--- config.mk ---
export PLATFORM = sky130hd
export DESIGN_NAME = reg_skid
export DESIGN_NICKNAME = d
export VERILOG_FILES = /design/src/rtl/reg_pkg.sv /design/src/rtl/reg_skid_sat_cnt.sv /design/src/rtl/reg_skid.sv
export SDC_FILE = /design/constraint.sdc
export NUM_CORES = 1
export LEC_CHECK = 0
export CAP_MARGIN = 20
export CORE_AREA = 3 3 130 69
export DETAILED_ROUTE_END_ITERATION = 16
export DIE_AREA = 0 0 133 72
export PLACE_DENSITY_LB_ADDON = 0.05
export SYNTH_ARGS = -nofsm -noshare
export SYNTH_HDL_FRONTEND = slang
export SYNTH_SLANG_ARGS = --single-unit
--- constraint.sdc ---
create_clock -name clk -period 2.5 [get_ports clk]
set_input_delay 0.625 -clock clk [delete_from_list [all_inputs] [get_ports clk]]
set_output_delay 0.625 -clock clk [all_outputs]
set_load 0.01 [all_outputs]
--- src/rtl/reg_pkg.sv ---
// Shared definitions for the registered skid link: state encoding and occupancy decode.
package reg_pkg;

  localparam int unsigned ST_W  = 2;
  localparam int unsigned OCC_W = 2;

  typedef enum logic [ST_W-1:0] {
    ST_EMPTY = 2'b00,
    ST_BUSY  = 2'b01,
    ST_FULL  = 2'b10
  } state_t;

  // Entries held for a given state; the unused encoding reports empty.
  function automatic logic [OCC_W-1:0] occ_of(input state_t st);
    case (st)
      ST_BUSY: occ_of = OCC_W'(1);
      ST_FULL: occ_of = OCC_W'(2);
      default: occ_of = OCC_W'(0);
    endcase
  endfunction

endpackage

--- src/rtl/reg_skid_sat_cnt.sv ---
// Saturating up-counter with synchronous clear (clear wins over increment).
module sat_cnt #(
  parameter int unsigned CNT_W = 16
) (
  input  logic             clk,
  input  logic             rst_n,
  input  logic             clr,
  input  logic             inc,
  output logic [CNT_W-1:0] cnt
);

  localparam logic [CNT_W-1:0] CNT_MAX = '1;

  always_ff @(posedge clk or negedge rst_n) begin
    if (!rst_n) begin
      cnt <= '0;
    end else if (clr) begin
      cnt <= '0;
    end else if (inc && (cnt != CNT_MAX)) begin
      cnt <= cnt + CNT_W'(1);
    end
  end

endmodule

--- src/rtl/reg_skid.sv ---
// Two-entry registered receive buffer (output reg + skid reg) with valid/ready on both sides.
// in_ready is a pure decode of the state flops, so no combinational path from out_ready.
module reg_skid
  import reg_pkg::*;
#(
  parameter int unsigned WIDTH = 32,
  parameter int unsigned CNT_W = 16
) (
  input  logic             clk,
  input  logic             rst_n,
  input  logic             flush,
  input  logic             in_valid,
  output logic             in_ready,
  input  logic [WIDTH-1:0] in_data,
  output logic             out_valid,
  input  logic             out_ready,
  output logic [WIDTH-1:0] out_data,
  output logic [OCC_W-1:0] occupancy,
  output logic [CNT_W-1:0] stall_cnt
);

  state_t           state_q;
  state_t           state_d;
  logic [WIDTH-1:0] skid_q;
  logic             load_out;
  logic             load_skid;
  logic             sel_skid;

  // State register
  always_ff @(posedge clk or negedge rst_n) begin
    if (!rst_n) begin
      state_q <= ST_EMPTY;
    end else begin
      state_q <= state_d;
    end
  end

  // Next-state logic; flush overrides every transition
  always_comb begin
    state_d = state_q;
    case (state_q)
      ST_EMPTY: begin
        if (in_valid) state_d = ST_BUSY;
      end
      ST_BUSY: begin
        if (in_valid && !out_ready)      state_d = ST_FULL;
        else if (!in_valid && out_ready) state_d = ST_EMPTY;
      end
      ST_FULL: begin
        if (out_ready) state_d = ST_BUSY;
      end
      default: state_d = ST_EMPTY;
    endcase
    if (flush) state_d = ST_EMPTY;
  end

  // Handshake decode and datapath load enables
  always_comb begin
    in_ready  = 1'b0;
    out_valid = 1'b0;
    load_out  = 1'b0;
    load_skid = 1'b0;
    sel_skid  = 1'b0;
    case (state_q)
      ST_EMPTY: begin
        in_ready = 1'b1;
        load_out = in_valid;
      end
      ST_BUSY: begin
        in_ready  = 1'b1;
        out_valid = 1'b1;
        load_out  = in_valid && out_ready;
        load_skid = in_valid && !out_ready;
      end
      ST_FULL: begin
        out_valid = 1'b1;
        load_out  = out_ready;
        sel_skid  = 1'b1;
      end
      default: begin
        in_ready = 1'b1;
      end
    endcase
  end

  assign occupancy = occ_of(state_q);

  // Data registers; contents behind a flushed state are don't-care
  always_ff @(posedge clk or negedge rst_n) begin
    if (!rst_n) begin
      out_data <= '0;
      skid_q   <= '0;
    end else begin
      if (load_out)  out_data <= sel_skid ? skid_q : in_data;
      if (load_skid) skid_q   <= in_data;
    end
  end

  sat_cnt #(
    .CNT_W (CNT_W)
  ) u_stall_cnt (
    .clk   (clk),
    .rst_n (rst_n),
    .clr   (flush),
    .inc   (out_valid && !out_ready),
    .cnt   (stall_cnt)
  );

endmodule

# Word level (Yosys, flattened, before mapping)
# Cells that the tools add are included.
[totals] elab_cells=37 regBits=82 inputBits=37
[classes] reduce_logical=11 n_eq_ne=6 n_addsub=1 mux=15
[ops] operator="$mux W16" n=2
[ops] operator="$mux W32" n=1
[ops] operator="$add A16 B1 Y16 const B" n=1
[ops] operator="$ne A16 B16 Y1 const B" n=1
[ops] operator="$mux W2" n=5
[ops] operator="$ne A3 B3 Y1 const B" n=2
[ops] operator="$pmux W2 S3" n=1
[ops] operator="$logic_and A1 B1 Y1" n=5
[ops] operator="$mux W1" n=4
[ops] operator="$ne A4 B4 Y1 const B" n=1
[ops] operator="$pmux W2 S2" n=1
[ops] operator="$pmux W1 S3" n=1
[ops] operator="$reduce_and A3 Y1" n=1
[ops] operator="$eq A2 B1 Y1 const B" n=1
[ops] operator="$eq A2 B2 Y1 const B" n=1
[ops] operator="$logic_not A1 Y1" n=2
[ops] operator="$logic_not A2 Y1" n=1
[ops] operator="$reduce_bool A2 Y1" n=1
[ops] operator="$reduce_or A2 Y1" n=1

# Longest topological paths before layout
# Gate-level depths: netlist of the first run.
[depth] word_depth=7 mapped_depth=7 depth_no_buf=6

# By module
# Synthesis of the first run repeated with hierarchy kept, for this count alone.
[unflattened] hier_cells=335 hier_area_um2=3886.2
[by_module_without_submodules] module="reg_skid" seq_area_each_um2=1651.6 area_each_um2=2944.1 instances=1 cells_each=237
[by_module_without_submodules] module="sat_cnt" seq_area_each_um2=400.4 area_each_um2=942.2 instances=1 cells_each=98

# Worst setup path after synthesis of the first run
# OpenSTA, ideal clock, no wires.
[synth_path] path_type="register to register" startpoint="register state_q[0]" endpoint="register out_data[7]" arrival_time_ns=1.923 setup_slack_ns=0.449 path_stages_with_launch=7 required_time_ns=2.372 n_path_buf=2 cell_sequence="dfrtp_1 -> inv_1 -> ha_1 -> clkbuf_1 -> clkbuf_1 -> mux2_2 -> mux2_1"
[synth_between] elab_chain_cells=3
[synth_rtl] element="start, declared" line="reg_skid.sv:22" rtl="state_t state_q;"
[synth_rtl] element="start signal, assigned" line="reg_skid.sv:34" rtl="state_q <= state_d;"
[synth_rtl] element="$eq A2 B2 Y1" line="reg_skid.sv:64" rtl="case (state_q)"
[synth_rtl] element="$mux W1" line="reg_skid.sv:64"
[synth_rtl] element="$mux W32" line="reg_skid.sv:94" rtl="if (load_out) out_data <= sel_skid ? skid_q : in_data;"
[synth_rtl] element="end signal, assigned" line="reg_skid.sv:94"
[synth_rtl] element="end, declared" line="reg_skid.sv:17" rtl="output logic [WIDTH-1:0] out_data,"
# Several ways; a longest one is shown, not always the timed one.
# A chain may end at the register's enable or synchronous reset.

# Worst setup path after layout of the first run
[layout_path] startpoint="register state_q[1]" endpoint="output out_valid"
[layout_between] elab_chain_cells=3
[layout_rtl] element="$eq A2 B2 Y1 / $eq A2 B1 Y1 (equally long branches)" line="reg_skid.sv:64"
[layout_rtl] element="$reduce_or A2 Y1 (no line) (*)"
[layout_rtl] element="$mux W1 (*)" line="reg_skid.sv:64"
[layout_rtl] element="end, declared" line="reg_skid.sv:15" rtl="output logic out_valid,"
# Mark *: on every way between the ends. The rest lies on a longest branch, timed or not.

==> parameters.txt, run 1 <==
Parameter                              Value

Status
  Status ... finished, final reports clean

Place
  Number of instances in the placed design ... 495
  Global placer's final weighted congestion ... 0.891
  Count of input and output buffers ... 88
  Dpl hpwl ... 5870 um

Final layout
  N_diodes ... 0
  Post-route core utilization ... 66.6%
  # nets final ... 437
  Share of cells above drive strength 1 ... 32.1%
  Filler cells ... 598
  Area Overhead vs Synth ... 34.5%
  Final standard cell count with taps included and fillers excluded ... 511

CTS
  Post-CTS setup-driven buffer insertion count ... 0
  Maximum count of clock buffers along a single path ... 2
  Clock sink count ... 82
  CTS Buf Count ... 9
  Worst skew pair latency ... 0.33 ns
  Cts hold-fix bufs ... 0
  Clock slew at the register clock pins of the worst setup and hold paths ... 0.06 ns
  Number of H-tree branching levels ... 3
  Post-CTS resize count ... 0
  Master cell of the clock root buffer ... sky130_fd_sc_hd__clkbuf_16
  CTS tree ... done

Routing
  Drt via density ... 5.38
  DRC violation count after routing ... 0
  Routed vias ... 2747
  Wire per inst ... 16.2 um
  Number of iterations in the first detailed-routing pass ... 4
  Sum of routed wire length over all layers ... 8270 um
  DRC marker count from the first detailed-route iteration ... 97
  Post-detailed-route count of antenna-violating nets ... 0

Critical path
  Library cell contributing the largest single delay on the critical path ... sky130_fd_sc_hd__clkdlybuf4s50_1
  Critical-path cell list ... inv_1 > ha_1 > clkdlybuf4s50_1
  CP peak stage delay ... 0.55 ns
  Largest delay share family, worst path ... buffers and inverters
  Sort of element at the start of the critical path ... flip-flop
  Count of buffering cells on the critical path with inverters included ... 2
  R2R Setup Slk ... 0.42 ns
  Worst EP arrival ... 1.80 ns
  Critical path capture point type ... primary output
  Class of the most critical setup path ... reg -> out
  WP data required ... 1.88 ns
  Worst-path fanout max ... 6

Synthesis
  Count of different cell masters after synthesis ... 39
  Proportion of synthesized chip area in sequential cells ... 52.4%
  Synth Cell Area ... 3920 sq um
  Instance count of the mapped netlist ... 301
  Nets in the synthesized netlist ... 344
  Synthesized area per cell ... 13.0 sq um
  Count of flip-flops with a built-in enable after synthesis ... 0
  Async S/R FF share, synth ... 100%
  Most instantiated flip-flop cell in the synthesis netlist ... sky130_fd_sc_hd__dfrtp_1
  Yosys Warn Count ... 0
  Number of register bits inferred by synthesis ... 82

GRT
  Initial antenna violation count ... 0
  Global-route congestion overflow total ... 0
  Pin count of the biggest net entering global routing ... 65
  Wire length of the first global-routing pass ... 13500 um
  Vias in the first global route ... 2825
  Overall fraction of global-route tracks in use ... 17.8%

Floorplanning
  Die Footprint ... 9580 sq um
  CORE AREA ... 7910 sq um
  Die height ... 72 um
  Ports ... 89
  Effective utilization at floorplan ... 49.5%
  Die X ... 133 um
  Placement row count ... 23

Pwr
  Worst vdd rail ir drop ... 0.505 mV
  Post-layout power ... 4.22 mW
  Leakage ... 2.16 nW
  Pwr/cell area ... 800 nW/um^2

Timing
  Number of pins exceeding their max-slew limit in the final report ... 0
  Setup repair after global routing missed its margin ... false
  Transition time of the tightest slew-check pin ... 0.685 ns
  Number of hold violations in the final report ... 0
  Maximum clock skew at final layout ... 0.00441 ns
  Final setup violation count ... 0
  Time the worst path needs with I/O delays and setup ... 2.42 ns
  Setup Total Neg Slack ... 0 ns
  Fmax ... 0.412 GHz
  WHS ... 0.167 ns
  Worst slew margin ... 54.2%
  Final worst path period share ... 97.0%

Hold path
  Hold/Removal Path Class ... in -> async

Flow run
  Max-cap check violation count ... 0
[logic make-up after synthesis]
kind of cell               count (synthesis)  share of synthesized area [%]
muxes                                     96                           27.6
DFF                                       82                           52.4
and+or+nand+nor                           56                           9.55
AOI/OAI and AO/OA                         40                           6.13
buffers and inverters                     21                           2.43
adders and majority gates                  6                           1.92
[flip-flops by register name (all words and copies together) (netlist names)]
signal and flops:
skid_q 32, u_stall_cnt.cnt 16, out_data 32, state_q 2
[where the power goes]
part	internal (mW)	total, mW	switching, mW
clock network	0.725	1.23	0.507
registers	1.71	1.90	0.192
logic	0.703	1.08	0.382
[metrics by stage]
stage | worst slack, ns | instance area, sq um
after global placement | 0.258 | 4990
after detailed placement | 0.214 | 4990
after CTS | 0.0775 | 5270
after global routing | 0.00398 | 5270
final | 0.0754 | 5270
after floorplan | 0.449 | 3920
[final timing paths]
| path | end | depth (start not counted) | from |
|---|---|---|---|
| min in group clk | skid_q[30] | 1 | skid_q[30] |
| setup / recovery | out_valid | 3 | state_q[1] |
| setup reg to reg | u_stall_cnt.cnt[12] | 6 | state_q[1] |
| max in group asynchronous | out_data[15] | 2 | rst_n |
| hold reg to reg | skid_q[30] | 1 | skid_q[30] |
| hold / removal | u_stall_cnt.cnt[7] | 1 | rst_n |
[final cells by class]
cell class | count | area (sq um) | share of cell area, %
repair buffers | 96 | 988 | 18.8
clock buffers | 12 | 256 | 4.87
inverters | 7 | 26.3 | 0.499
multi-input cells | 198 | 1780 | 33.8
clock inverters | 4 | 26.3 | 0.499
flip-flops and latches | 82 | 2050 | 38.9
well taps | 112 | 140 | 2.66
[layer usage]
| metal | vias to the layer above | track usage, % | wire length [um] |
|---|---|---|---|
| met2 | 70 | 32.1 | 4230 |
| met5 | - | 0 | 0 |
| met1 | 1378 | 20.4 | 3470 |
| met4 | 0 | 5.53 | 120 |
| li1 | 1288 | - | - |
| met3 | 11 | 6.09 | 452 |
[cell usage after synthesis (2+ instances only)]
cell                       instances  area share, %
sky130_fd_sc_hd__a21oi_1          16            2.0
sky130_fd_sc_hd__and2_1            2           0.32
sky130_fd_sc_hd__and4_1            2           0.45
sky130_fd_sc_hd__buf_2             7           0.89
sky130_fd_sc_hd__clkbuf_1          5           0.48
sky130_fd_sc_hd__dfrtp_1          82             52
sky130_fd_sc_hd__ha_1              6            1.9
sky130_fd_sc_hd__inv_1             7           0.67
sky130_fd_sc_hd__mux2_2           95             27
sky130_fd_sc_hd__nand2_1           8           0.77
sky130_fd_sc_hd__nand2b_1          4           0.64
sky130_fd_sc_hd__nand3_1           8            1.0
sky130_fd_sc_hd__nand4_1           2           0.32
sky130_fd_sc_hd__nand4_2           2           0.64
sky130_fd_sc_hd__nor2_1            2           0.19
sky130_fd_sc_hd__nor3_1            3           0.38
sky130_fd_sc_hd__nor4_1            3           0.48
sky130_fd_sc_hd__o21a_1            2           0.38
sky130_fd_sc_hd__o21ai_0          10            1.3
sky130_fd_sc_hd__o31ai_1           5           0.96
sky130_fd_sc_hd__or3_1             9            1.4
sky130_fd_sc_hd__or4_1             4           0.77
[layout by cell type, fill, tap and decap left out, types with 5 or more instances in the layout]
| cell type | instances |
|---|---|
| sky130_fd_sc_hd__mux2_2 | 95 |
| sky130_fd_sc_hd__clkdlybuf4s50_1 | 87 |
| sky130_fd_sc_hd__dfrtp_1 | 82 |
| sky130_fd_sc_hd__a21oi_1 | 16 |
| sky130_fd_sc_hd__o21ai_0 | 10 |
| sky130_fd_sc_hd__or3_1 | 9 |
| sky130_fd_sc_hd__clkbuf_16 | 9 |
| sky130_fd_sc_hd__nand3_1 | 8 |
| sky130_fd_sc_hd__nand2_1 | 8 |
| sky130_fd_sc_hd__inv_1 | 7 |
| sky130_fd_sc_hd__o31ai_1 | 5 |
| sky130_fd_sc_hd__ha_1 | 5 |
| sky130_fd_sc_hd__buf_4 | 5 |
Power figures use the tool's default switching activity.
==> run 2: changes to the inputs <==
--- a/config.mk
+++ b/config.mk
@@ -9,7 +9,9 @@
 export CORE_AREA = 3 3 130 69
 export DETAILED_ROUTE_END_ITERATION = 16
 export DIE_AREA = 0 0 133 72
+export GPL_TIMING_DRIVEN = 0
 export PLACE_DENSITY_LB_ADDON = 0.05
+export SLEW_MARGIN = 20
 export SYNTH_ARGS = -nofsm -noshare
 export SYNTH_HDL_FRONTEND = slang
 export SYNTH_SLANG_ARGS = --single-unit
==> run 2 against run 1 <==
  * Maximum frequency rose by 0.66%
  * Die area did not move
  * Setup slack improved by 0.016 ns
  * Core utilization fell by 1.2 points
  * Sequential cell count did not move
  * Clock power fell by 9%
  * Wire length barely moved
  * Design area fell by 1.7%
  * Combinational power barely moved
  * Critical path type unchanged
==> parameters.txt, run 2 (synthesized netlist as in run 1, its figures left out) <==
Parameter                              Value

Timing
  Maximum clock skew at final layout ... 0.00525 ns (+0.000838 ns)
  Number of hold violations in the final report ... 0 (unchanged)
  Worst slew margin ... 60.6% (+6.4 points)
  Final setup violation count ... 0 (unchanged)
  Setup repair after global routing missed its margin ... false
  Fmax ... 0.415 GHz (+0.66%)
  WHS ... 0.260 ns (+0.0933 ns)
  Transition time of the tightest slew-check pin ... 0.591 ns (-0.0935 ns)
  Time the worst path needs with I/O delays and setup ... 2.41 ns (-0.0158 ns)
  Final worst path period share ... 96.4% (-0.63 points)
  Number of pins exceeding their max-slew limit in the final report ... 0 (unchanged)

Critical path
  Class of the most critical setup path ... reg -> out
  Worst setup path startpoint ... state_q[0]
  Reg2Reg Capture Point ... out_data[7]
  R2R Setup Slk ... 0.13 ns (-0.29 ns)
  Library cell contributing the largest single delay on the critical path ... sky130_fd_sc_hd__clkdlybuf4s50_1
  Critical path capture point type ... primary output
  Worst-path fanout max ... 5 (-1)
  Critical-path cell list ... inv_1 > ha_1 > clkdlybuf4s50_1
  WP data required ... 1.88 ns (about the same)
  Sort of element at the start of the critical path ... flip-flop
  Critical Path Sink ... out_valid
  Number of cell instances on the worst register-to-register path ... 6 (unchanged)
  CP peak stage delay ... 0.55 ns (about the same)
  Launching point of the worst reg2reg path ... state_q[0]
  Worst EP arrival ... 1.78 ns (-0.02 ns)

Routing
  DRC violation count after routing ... 0 (unchanged)
  Wire per inst ... 16.1 um (-0.35%)
  Sum of routed wire length over all layers ... 8270 um (about the same)
  DRC marker count from the first detailed-route iteration ... 86 (-11%)
  Number of iterations in the first detailed-routing pass ... 7 (+3)
  Post-detailed-route count of antenna-violating nets ... 0 (unchanged)
  Drt via density ... 5.36 (-0.21%)
  Routed vias ... 2752 (+0.18%)

Final layout
  Most common cell after layout, fill and taps aside ... sky130_fd_sc_hd__mux2_2
  Area used by multi-input combinational logic ... 1770 sq um (-0.56%)
  Area Overhead vs Synth ... 32.2%
  Storage cell area ... 2050 sq um (about the same)
  Post-route core utilization ... 65.4% (-1.2 points)
  Registers with the highest flip-flop counts ... out_data x32, skid_q x32, u_stall_cnt.cnt x16
  # nets final ... 442 (+1.1%)
  N_diodes ... 0 (unchanged)
  Share of cells above drive strength 1 ... 30.7% (-1.4 points)
  Most frequent cells in the layout ... sky130_fd_sc_hd__mux2_2 (95), sky130_fd_sc_hd__clkdlybuf4s50_1 (85), sky130_fd_sc_hd__dfrtp_1 (81)
  Filler cells ... 598 (unchanged)

Floorplanning
  Placement row count ... 23 (unchanged)
  Die height ... 72 um (unchanged)
  CORE AREA ... 7910 sq um (unchanged)
  Die X ... 133 um (unchanged)
  Die Footprint ... 9580 sq um (unchanged)
  Ports ... 89 (unchanged)
  Effective utilization at floorplan ... 49.5% (unchanged)

GRT
  Vias in the first global route ... 2766 (-2.1%)
  Global-route congestion overflow total ... 0 (unchanged)
  Overall fraction of global-route tracks in use ... 18.0% (+0.18 points)
  Initial antenna violation count ... 0 (unchanged)
  Pin count of the biggest net entering global routing ... 45 (-31%)
  Wire length of the first global-routing pass ... 13500 um (+0.51%)

Place
  Dpl hpwl ... 5930 um (+1.1%)
  Count of input and output buffers ... 86 (-2.3%)
  Global placer's final weighted congestion ... 0.859 (-3.7%)

Hold path
  Hold/Removal Path Class ... in -> async

CTS
  Number of H-tree branching levels ... 3 (unchanged)
  Worst skew pair latency ... 0.33 ns (about the same)
  CTS tree ... done
  Maximum count of clock buffers along a single path ... 2 (unchanged)
  Cts hold-fix bufs ... 0 (unchanged)
  Clock slew at the register clock pins of the worst setup and hold paths ... 0.05 ns (about the same)
  CTS Buf Count ... 9 (unchanged)
  Clock sink count ... 82 (unchanged)
  Master cell of the clock root buffer ... sky130_fd_sc_hd__clkbuf_16

Pwr
  Net Sw Power ... 1.04 mW (-4.2%)
  Switching portion of total power ... 25.4% (-0.24 points)
  Pwr/cell area ... 787 nW/um^2 (-1.6%)
  Leakage ... 2.12 nW (-1.9%)
  Share of total power in sequential cells ... 46.6% (+1.6 points)
  Worst vdd rail ir drop ... 0.439 mV (-13%)
  Int Power ... 3.04 mW (-3.0%)
  Clock network power share ... 27.5% (-1.7 points)
  Comb power frac ... 25.9% (+0.2 points)

Status
  Status ... finished, final reports clean

Flow run
  Max-cap check violation count ... 0 (unchanged)
## run 2: power groups by stage
stage,clock network (mW),logic [mW],registers [mW]
6_report,1.12,1.06,1.90
5_1_grt,1.22,1.14,1.94
4_1_cts,1.16,1.08,1.90
3_5_place_dp,0,1.07,1.92
3_3_place_gp,0,1.04,1.89
2_1_floorplan,0,0.503,1.94
## run 2: repair_timing
action	in CTS	in global routing
gates resized for setup	0	1
setup endpoints to repair	0	2
setup buffers	0	0
## run 2: metrics by stage
| stage | power (mW) | area, sq um | TNS, ns | instances | setup slack (ns) |
|---|---|---|---|---|---|
| after global placement | 2.93 | 4920 | -168.07 | 499 | -2.05 |
| after CTS | 4.14 | 5180 | 0 | 513 | 0.0723 |
| after floorplan | 2.44 | 3920 | 0 | 301 | 0.449 |
| after detailed placement | 2.99 | 4940 | -0.00110 | 500 | -0.00110 |
| after global routing | 4.31 | 5180 | 0 | 513 | 0.00903 |
| final | 4.08 | 5180 | 0 | 513 | 0.0912 |
## run 2: area by class of cell
cell class / instances / share of cell area (%)
tap: 112 / 2.71
buffer: 14 / 1.33
inverter: 7 / 0.507
clock buffer: 12 / 4.57
clock inverter: 1 / 0.0966
multi-input combinational: 198 / 34.2
timing repair buffer: 87 / 17.0
sequential: 82 / 39.6
## run 2: worst min-delay path by stage
stage	from	to	slack [ns]	depth (start not counted)
after CTS	rst_n	u_stall_cnt.cnt[3]	0.27	1
after global routing	rst_n	u_stall_cnt.cnt[4]	0.29	1
after floorplan	rst_n	out_data[0]	0.33	0
after global placement	skid_q[18]	skid_q[18]	0.48	1
final	rst_n	u_stall_cnt.cnt[3]	0.26	1
after detailed placement	skid_q[22]	skid_q[22]	0.49	1
## run 2: per-layer routing
| metal | vias to the layer above | routed length (um) | track usage, % |
|---|---|---|---|
| li1 | 1299 | - | - |
| met1 | 1358 | 3660 | 22.4 |
| met2 | 85 | 4030 | 29.4 |
| met3 | 10 | 476 | 6.79 |
| met4 | 0 | 106 | 6.11 |
| met5 | - | 0 | 0 |
## run 2: worst max-delay path, delay by kind of cell, from the launching register on
family	cells	cell delay [ns]
adders and majority gates	1	0.35
buffers and inverters	2	0.67
DFF	1	0.43
==> run 3: changes to the inputs <==
--- a/config.mk
+++ b/config.mk
@@ -9,8 +9,9 @@
 export CORE_AREA = 3 3 130 69
 export DETAILED_ROUTE_END_ITERATION = 16
 export DIE_AREA = 0 0 133 72
+export GPL_ROUTABILITY_DRIVEN = 0
 export GPL_TIMING_DRIVEN = 0
-export PLACE_DENSITY_LB_ADDON = 0.05
+export PLACE_DENSITY = 0.78
 export SLEW_MARGIN = 20
 export SYNTH_ARGS = -nofsm -noshare
 export SYNTH_HDL_FRONTEND = slang
==> run 3 against run 2 <==
  * Clock-buffer cell count decreased by 1
  * Total power increased by 4.5%
  * Worst hold slack got worse by 0.052 ns
  * Core utilization increased by 0.68 points
  * Sequential share of layout area decreased by 0.41 points
  * Maximum frequency increased by 0.15%
  * Highest routed layer unchanged
==> parameters.txt, run 3 (synthesized netlist as in run 1, its figures left out) <==
Parameter                              Value

Timing
  Number of hold violations in the final report ... 0 (unchanged)
  Final setup violation count ... 0 (unchanged)
  Worst slew margin ... 60.5% (-0.099 points)
  Time the worst path needs with I/O delays and setup ... 2.41 ns (-0.00372 ns)
  Transition time of the tightest slew-check pin ... 0.593 ns (+0.00148 ns)
  Final worst path period share ... 96.2% (-0.15 points)
  Fmax ... 0.416 GHz (+0.15%)
  Number of pins exceeding their max-slew limit in the final report ... 0 (unchanged)
  Setup repair after global routing missed its margin ... false
  WHS ... 0.208 ns (-0.0522 ns)
  Maximum clock skew at final layout ... 0.00490 ns (-0.000346 ns)

GRT
  Vias in the first global route ... 3002 (+8.5%)
  Global-route congestion overflow total ... 0 (unchanged)
  Wire length of the first global-routing pass ... 14600 um (+7.7%)
  Initial antenna violation count ... 0 (unchanged)
  Overall fraction of global-route tracks in use ... 19.2% (+1.2 points)
  Pin count of the biggest net entering global routing ... 57 (+27%)

Routing
  Drt via density ... 5.45 (+1.6%)
  Wire per inst ... 17.2 um (+7.0%)
  Number of iterations in the first detailed-routing pass ... 4 (-3)
  DRC marker count from the first detailed-route iteration ... 97 (+13%)
  Post-detailed-route count of antenna-violating nets ... 0 (unchanged)
  Sum of routed wire length over all layers ... 8900 um (+7.6%)
  DRC violation count after routing ... 0 (unchanged)
  Routed vias ... 2811 (+2.1%)

Pwr
  Post-layout power ... 4.26 mW (+4.5%)
  Pwr/cell area ... 814 nW/um^2 (+3.4%)
  Worst vdd rail ir drop ... 0.411 mV (-6.3%)
  Leakage ... 2.14 nW (+0.97%)

CTS
  Maximum count of clock buffers along a single path ... 2 (unchanged)
  CTS Buf Count ... 9 (unchanged)
  CTS tree ... done
  Number of H-tree branching levels ... 3 (unchanged)
  Cts hold-fix bufs ... 0 (unchanged)
  Clock sink count ... 82 (unchanged)
  Clock slew at the register clock pins of the worst setup and hold paths ... 0.06 ns (about the same)
  Worst skew pair latency ... 0.33 ns (about the same)
  Master cell of the clock root buffer ... sky130_fd_sc_hd__clkbuf_16

Floorplanning
  Placement row count ... 23 (unchanged)
  Ports ... 89 (unchanged)
  Die height ... 72 um (unchanged)
  Die Footprint ... 9580 sq um (unchanged)
  Effective utilization at floorplan ... 49.5% (unchanged)
  CORE AREA ... 7910 sq um (unchanged)
  Die X ... 133 um (unchanged)

Critical path
  Class of the most critical setup path ... reg -> out
  Launching point of the worst reg2reg path ... state_q[0]
  Worst EP arrival ... 1.78 ns (about the same)
  Worst-path fanout max ... 5 (unchanged)
  Worst setup path startpoint ... state_q[0]
  R2R Setup Slk ... 0.21 ns (+0.08 ns)
  Critical path capture point type ... primary output
  Number of cell instances on the worst register-to-register path ... 6 (unchanged)
  Reg2Reg Capture Point ... out_data[7]
  WP data required ... 1.88 ns (about the same)
  Sort of element at the start of the critical path ... flip-flop

Status
  Status ... finished, final reports clean

Final layout
  Most common cell after layout, fill and taps aside ... sky130_fd_sc_hd__mux2_2
  Post-route core utilization ... 66.1% (+0.68 points)
  # nets final ... 442 (unchanged)
  Registers with the highest flip-flop counts ... out_data x32, skid_q x32, u_stall_cnt.cnt x16
  Filler cells ... 587 (-1.8%)
  Share of cells above drive strength 1 ... 31.4% (+0.76 points)
  Area Overhead vs Synth ... 33.6%
  Most frequent cells in the layout ... sky130_fd_sc_hd__mux2_2 (95), sky130_fd_sc_hd__clkdlybuf4s50_1 (85), sky130_fd_sc_hd__dfrtp_1 (81)
  N_diodes ... 0 (unchanged)

Flow run
  Max-cap check violation count ... 0 (unchanged)

Hold path
  Hold/Removal Path Class ... in -> async

Place
  Dpl hpwl ... 6490 um (+9.4%)
  Count of input and output buffers ... 86 (unchanged)
run 3: cell types whose count changed in the layout (fill, tap and decap cells not counted):
cell and delta:
sky130_fd_sc_hd__bufinv_16 +1, sky130_fd_sc_hd__clkinvlp_4 +2, sky130_fd_sc_hd__buf_16 +1, sky130_fd_sc_hd__clkinv_2 +1, sky130_fd_sc_hd__clkbuf_1 -1, sky130_fd_sc_hd__buf_12 -1
run 3: final cells by class:
type                       count  area, sq um  share of cell area (%)
sequential                    82         2050                    39.2
multi-input combinational    198         1770                    33.8
timing repair buffer          87          886                    16.9
clock buffer                  11          233                    4.45
tap                          112          140                    2.68
buffer                        14         68.8                    1.32
clock inverter                 5         55.1                    1.05
inverter                       7         26.3                   0.502
run 3: critical path: stages (launching register included):
cell	delay [ns]
sky130_fd_sc_hd__dfrtp_1	0.43
sky130_fd_sc_hd__inv_1	0.10
sky130_fd_sc_hd__ha_1	0.35
sky130_fd_sc_hd__clkdlybuf4s50_1	0.56
run 3: worst max-delay path by stage:
stage	to	slack (ns)	cells after the start
after floorplan	out_data[7]	0.45	6
after global placement	out_data[23]	-1.87	1
after detailed placement	out_data[8]	0.04	5
after CTS	out_valid	0.02	3
after global routing	out_valid	0.01	3
final	out_valid	0.09	3
run 3: what timing repair did:
action,CTS,global route
endpoints found under the setup margin,0,1
gates resized for setup,0,1
setup buffers,0,0
run 3: stage by stage:
step	setup TNS [ns]	std cells	area [sq um]	setup WS (ns)
floorplan	0	301	3920	0.449
global placement	-152.96	499	4920	-1.87
detailed placement	0	500	4940	0.0439
CTS	0	516	5230	0.0226
global route	0	516	5230	0.0143
finish	0	516	5230	0.0949
run 3: report_power, final:
part	total [mW]	switching (mW)	leakage [nW]	internal, mW
clock	1.28	0.509	0.136	0.770
sequential	1.91	0.199	1.01	1.71
combinational	1.07	0.394	0.994	0.681
run 3: layer usage:
metal  track usage (%)  up-vias  wire length (um)
li1                  -     1302                 -
met5                 0        -                 0
met3              5.26       21               339
met1              21.2     1422              3540
met2              36.1       66              4830
met4              6.80        0               184
==> RTL edit 1: new RTL, config.mk and constraints of run 3 <==
Encoding of `state_t`: now one-hot (3 bits for 3 states).
--- a/src/rtl/reg_pkg.sv
+++ b/src/rtl/reg_pkg.sv
@@ -5,8 +5,8 @@
   localparam int unsigned OCC_W = 2;
 
-  typedef enum logic [ST_W-1:0] {
-    ST_EMPTY = 2'b00,
-    ST_BUSY  = 2'b01,
-    ST_FULL  = 2'b10
+  typedef enum logic [2:0] {
+    ST_EMPTY = 3'b001,
+    ST_BUSY  = 3'b010,
+    ST_FULL  = 3'b100
   } state_t;
 
Formal check against the unedited RTL: no difference found for any inputs over 10 cycles, from zero or initial values and one cycle with rst_n low; not proved beyond that.
==> RTL edit 1 against run 3 <==
  * Area after synthesis down 0.93%
  * Sequential cell count up 1
  * Setup slack worse by 0.019 ns
  * Routed wire length up 0.53%
  * Power down 11%
  * Clock skew down 0.0019 ns
  * Cell area up 2.5%
  * Sequential power down 15%
  * Largest power group unchanged
  * Highest routed layer unchanged
==> RTL edit 1: results (changes against run 3) <==
Outcome
  • Status: completed

Placement
  • # placed instances: 495 (-1.0%)
  • Port bufs: 88 (+2.3%)
  • Dpl cell area: 4930 um2 (-0.33%)

Setup path
  • Flop-to-flop setup slack: 0.30 ns (+0.09 ns)
  • Reg2reg end: out_data[5]
  • Worst reg-to-reg path cell count: 6 (unchanged)
  • RR Startpoint: state_q[1]
  • Crit Path Max Fanout: 4 (-1)
  • Critical Path AT: 1.80 ns (+0.02 ns)

Global routing
  • Global-route wire length before repair: 14900 um (+2.2%)
  • Maximum number of pins on one net before global-route repair: 60 (+5.3%)
  • GR Util All Layers: 0.194 (+0.00231)
  • Via count of the first global-routing pass: 3014 (+0.40%)

Power
  • P_leak: 2.28 nW (+6.7%)
  • Power Clock: 1.54 mW (+20%)
  • Worst VDD drop: 0.493 mV (+20%)
  • Cell-internal power: 2.93 mW (-7.3%)
  • P_seq: 1.63 mW (-15%)

Synth
  • Fraction of the yosys area taken by sequential cells: 0.535 (+0.0117)
  • Synthesized-area fraction occupied by adder cells: 0.00322 (-0.0159)
  • Commonest cells post-synth: mux2_2, dfrtp_1, a21oi_1, nand2_1, nor2b_1
  • Ranking of synthesized cells by area: dfrtp_1, mux2_2, a21oi_1
  • Post-synth EDFFs: 0 (unchanged)
  • Ys async rst share: 1.00 (unchanged)
  • Complex-gate fraction of the synthesized area: 0.0529 (-0.00845)
  • Post-Synth XOR/XNOR Area: 0.00226 (+0.00226)
  • Mux share of post-synthesis cell area: 0.287 (+0.0113)
  • Avg Synthesized Cell Area: 13.2 um2 (+1.4%)
  • Synth cell types: 41 (+5.1%)
  • Area of the mapped netlist: 3880 um2 (-0.93%)
  • Syn nets: 332 (-3.5%)

Finish
  • Layout Cells excl Fill: 518 (+0.39%)
  • #MultiIn Comb: 195 (-1.5%)
  • Share of layout cells above drive strength 1: 0.357 (+0.0428)
  • Final clock-cell share: 0.0655 (+0.0105)
  • Signal buffers share of area: 0.192 (+0.00972)
  • Final #Nets: 439 (-0.68%)
  • Area delta synth->final: 38.2%
  • CLK BUF: 10 (-1)
  • Multi-input logic area: 1750 um2 (-1.1%)
  • Fillers: 563 (-4.1%)
  • Non-clock buffers: 109 (+7.9%)
  • Reg area: 2080 um2 (+1.3%)
  • Signal inverters: 3 (-4)

Routing
  • Via count: 2804 (-0.25%)
  • DRT iter0 DRCs: 103 (+6.2%)
  • Post-Route WL: 8940 um (+0.53%)

Clock tree
  • Clock sinks: 83 (+1.2%)

Timing
  • Hold_ws: 0.196 ns (-0.0124 ns)
  • Slew headroom: 0.535 (-0.0704)
  • Clk_skew: 0.00301 ns (-0.00189 ns)
==> RTL edit 1: changes by cell type in the layout (fill, tap and decap cells not counted), moves of 3 or more <==
cell,delta
buf_4,+8
a21oi_1,-3
nand3_1,-3
nor2_1,+3
nor2b_1,+6
mux2_2,+4
or3_1,-7
inv_1,-4
o21ai_0,-5
clkbuf_1,-3
ha_1,-5
==> RTL edit 1: through the flow <==
| stage | power [mW] | setup slack, ns |
|---|---|---|
| final | 3.79 | 0.0756 |
| after global routing | 3.94 | 0.0293 |
| after CTS | 3.82 | 0.00683 |
| after detailed placement | 2.28 | -0.474 |
| after global placement | 2.23 | -2.02 |
| after floorplan | 1.91 | 0.252 |
==> RTL edit 1: repair_timing <==
action,4_1_cts,5_1_grt
pin swaps,1,1
buffers inserted,4,4
endpoints found under the setup margin,4,2
resized for setup,7,3
==> RTL edit 1: layer usage <==
metal | global-route usage | part of all wire | routed length, um | up-vias
li1 | - | - | - | 1312
met1 | 0.222 | 0.40 | 3550 | 1422
met2 | 0.367 | 0.55 | 4920 | 60
met3 | 0.0478 | 0.042 | 380 | 10
met4 | 0.0565 | 0.010 | 89 | 0
met5 | 0 | 0 | 0 | -
==> RTL edit 1: worst max-delay path by stage <==
stage                     from                 end  slack [ns]  cells past startpoint
floorplan           state_q[1]           out_valid        0.25                      5
global placement         rst_n  u_stall_cnt.cnt[3]       -2.02                      1
detailed placement  state_q[1]           out_valid       -0.47                      6
CTS                 state_q[2]        occupancy[1]       0.007                      4
global route        state_q[1]        occupancy[0]        0.03                      4
finish              state_q[1]        occupancy[0]        0.08                      4
==> RTL edit 1: kinds of logic (layout without fill, tap and decap cells) <==
family          Yosys count  after routing
compound gates           33             33
xor+xnor                  1              1
fa+ha+maj                 1              1
buf+inv                  16            128
flops                    83             83
mux                      99             99
simple gates             61             61
==> RTL edit 2: new RTL, config.mk and constraints of run 3 <==
Without the edit above. `CNT_W` is set to 16 in 2 places; all go to 14.
--- a/src/rtl/reg_skid_sat_cnt.sv
+++ b/src/rtl/reg_skid_sat_cnt.sv
@@ -1,5 +1,5 @@
 // Saturating up-counter with synchronous clear (clear wins over increment).
 module sat_cnt #(
-  parameter int unsigned CNT_W = 16
+  parameter int unsigned CNT_W = 14
 ) (
   input  logic             clk,
--- a/src/rtl/reg_skid.sv
+++ b/src/rtl/reg_skid.sv
@@ -5,5 +5,5 @@
 #(
   parameter int unsigned WIDTH = 32,
-  parameter int unsigned CNT_W = 16
+  parameter int unsigned CNT_W = 14
 ) (
   input  logic             clk,
Interface: changed (resized stall_cnt); port bits go from 89 to 87. No check against the original RTL was run, so the function may have changed too.
==> RTL edit 2 against run 3 <==
  * Maximum frequency is 1.2% higher
  * Core utilization down 2.8 points
  * Cell area decreased by 4.2%
  * Routed wire length shrank 3.8%
  * Power rose by 24%
  * Setup slack better by 0.029 ns
  * Area after synthesis is 5.5% lower
  * Worst hold slack lost 0.037 ns
  * Non-clock buffer count unchanged
  * Sequential cell count shrank 2
  * Count of clock-buffer cells in the layout down 1
  * Largest cell class unchanged
==> RTL edit 2: results (changes against run 3) <==
Power
  • Worst VDD drop: 0.464 mV (+13%)
  • P_leak: 2.02 nW (-5.4%)

Setup path
  • Flop-to-flop setup slack: 0.32 ns (+0.11 ns)
  • Crit Path Max Fanout: 6 (+1)
  • Reg2reg end: out_data[30]
  • CP peak stage delay: 0.58 ns (+0.02 ns)
  • RR Startpoint: state_q[1]
  • Worst reg-to-reg path cell count: 8 (+2)

Placement
  • Port bufs: 85 (-1.2%)
  • Hpwl dp: 6100 um (-6.0%)

Routing
  • DRT iter0 DRCs: 101 (+4.1%)
  • Post-Route WL: 8560 um (-3.8%)
  • DR vias/cell: 5.13 (-5.9%)

Synth
  • Avg Synthesized Cell Area: 11.7 um2 (-9.7%)
  • Ranking of synthesized cells by area: dfrtp_1, mux2_2, mux2i_1
  • Syn nets: 358 (+4.1%)
  • Commonest cells post-synth: dfrtp_1, nor2_1, a21oi_1, mux2i_1, mux2_2
  • Synth cell types: 34 (-13%)
  • Fraction of the yosys area taken by sequential cells: 0.541 (+0.0171)

Finish
  • Final #Nets: 455 (+2.9%)
  • Fillers: 601 (+2.4%)
  • Share of layout cells above drive strength 1: 0.165 (-0.149)
  • Layout Cells excl Fill: 529 (+2.5%)
  • Top flop regs: out_data x32, skid_q x32, u_stall_cnt.cnt x14

Outcome
  • Status: completed

Global routing
  • Via count of the first global-routing pass: 2810 (-6.4%)
  • GR Util All Layers: 0.188 (-0.00424)
  • Maximum number of pins on one net before global-route repair: 63 (+11%)
  • Global-route wire length before repair: 14200 um (-2.4%)

Timing
  • Hold_ws: 0.171 ns (-0.0368 ns)
  • Clk_skew: 0.00417 ns (-0.000731 ns)
  • Slew headroom: 0.684 (+0.0790)

Clock tree
  • Clk buf depth: 2 (unchanged)
[RTL edit 2: cell types whose count changed after synthesis, moves of 4 or more]
| cell | before | now |
|---|---|---|
| xnor2_1 | 0 | 8 |
| or4_1 | 4 | 0 |
| nor2b_1 | 0 | 4 |
| mux2i_1 | 0 | 35 |
| nand3_1 | 8 | 3 |
| a21oi_1 | 16 | 39 |
| o21ai_0 | 10 | 6 |
| or3_1 | 9 | 0 |
| nor2_1 | 2 | 47 |
| nand2_1 | 8 | 3 |
| mux2_2 | 95 | 33 |
| o31ai_1 | 5 | 0 |
[RTL edit 2: area by class of cell]
cell class / count / area [um2] / area share
buffer: 15 / 68.8 / 0.0137
clock buffer: 10 / 229 / 0.0457
clock inverter: 6 / 68.8 / 0.0137
inverter: 5 / 18.8 / 0.00374
multi-input combinational: 215 / 1610 / 0.321
sequential: 80 / 2000 / 0.399
tap: 112 / 140 / 0.0279
timing repair buffer: 86 / 876 / 0.175
[RTL edit 2: report_power, final]
group          leakage (nW)  switching, mW  internal (mW)  total [mW]
clock network         0.143          0.521          0.778        1.30
logic                 0.918          0.842           1.00        1.84
registers             0.958          0.315           1.83        2.14
[RTL edit 2: cell families after synthesis]
group | share of synthesized area
DFF | 0.541
xor gates and xnor gates | 0.0189
AOI/OAI and AO/OA | 0.0838
buffers and inverters | 0.0237
muxes | 0.199
and+or+nand+nor | 0.113
adders and majority gates | 0.0203
[RTL edit 2: routing by layer]
layer / routed length (um) / share of wire / GRT usage / vias up
met5: 0 / 0 / 0 / -
met4: 114 / 0.013 / 0.0588 / 0
met3: 274 / 0.032 / 0.0533 / 11
met2: 4610 / 0.54 / 0.340 / 39
met1: 3560 / 0.42 / 0.220 / 1356
li1: - / - / - / 1307
[RTL edit 2: how the worst max path moves through the flow]
stage | startpoint | endpoint | slack, ns | cells past startpoint
2_1_floorplan | state_q[1] | u_stall_cnt.cnt[10] | 0.69 | 7
3_3_place_gp | rst_n | skid_q[27] | -1.83 | 1
3_5_place_dp | in_valid | out_data[30] | -0.04 | 7
4_1_cts | state_q[1] | occupancy[0] | 0.13 | 3
5_1_grt | state_q[1] | occupancy[0] | 0.07 | 3
6_report | state_q[1] | occupancy[0] | 0.12 | 3
[RTL edit 2: through the flow]
stage / setup WS [ns] / instance area (um2) / utilization / setup TNS [ns] / power, mW
finish: 0.124 / 5010 / 0.634 / 0 / 5.29
global route: 0.0708 / 5010 / 0.634 / 0 / 5.59
CTS: 0.133 / 5010 / 0.634 / 0 / 5.33
detailed placement: -0.0424 / 4720 / 0.596 / -0.0827 / 4.00
global placement: -1.83 / 4690 / 0.593 / -146.22 / 3.88
floorplan: 0.694 / 3700 / - / 0 / 3.05
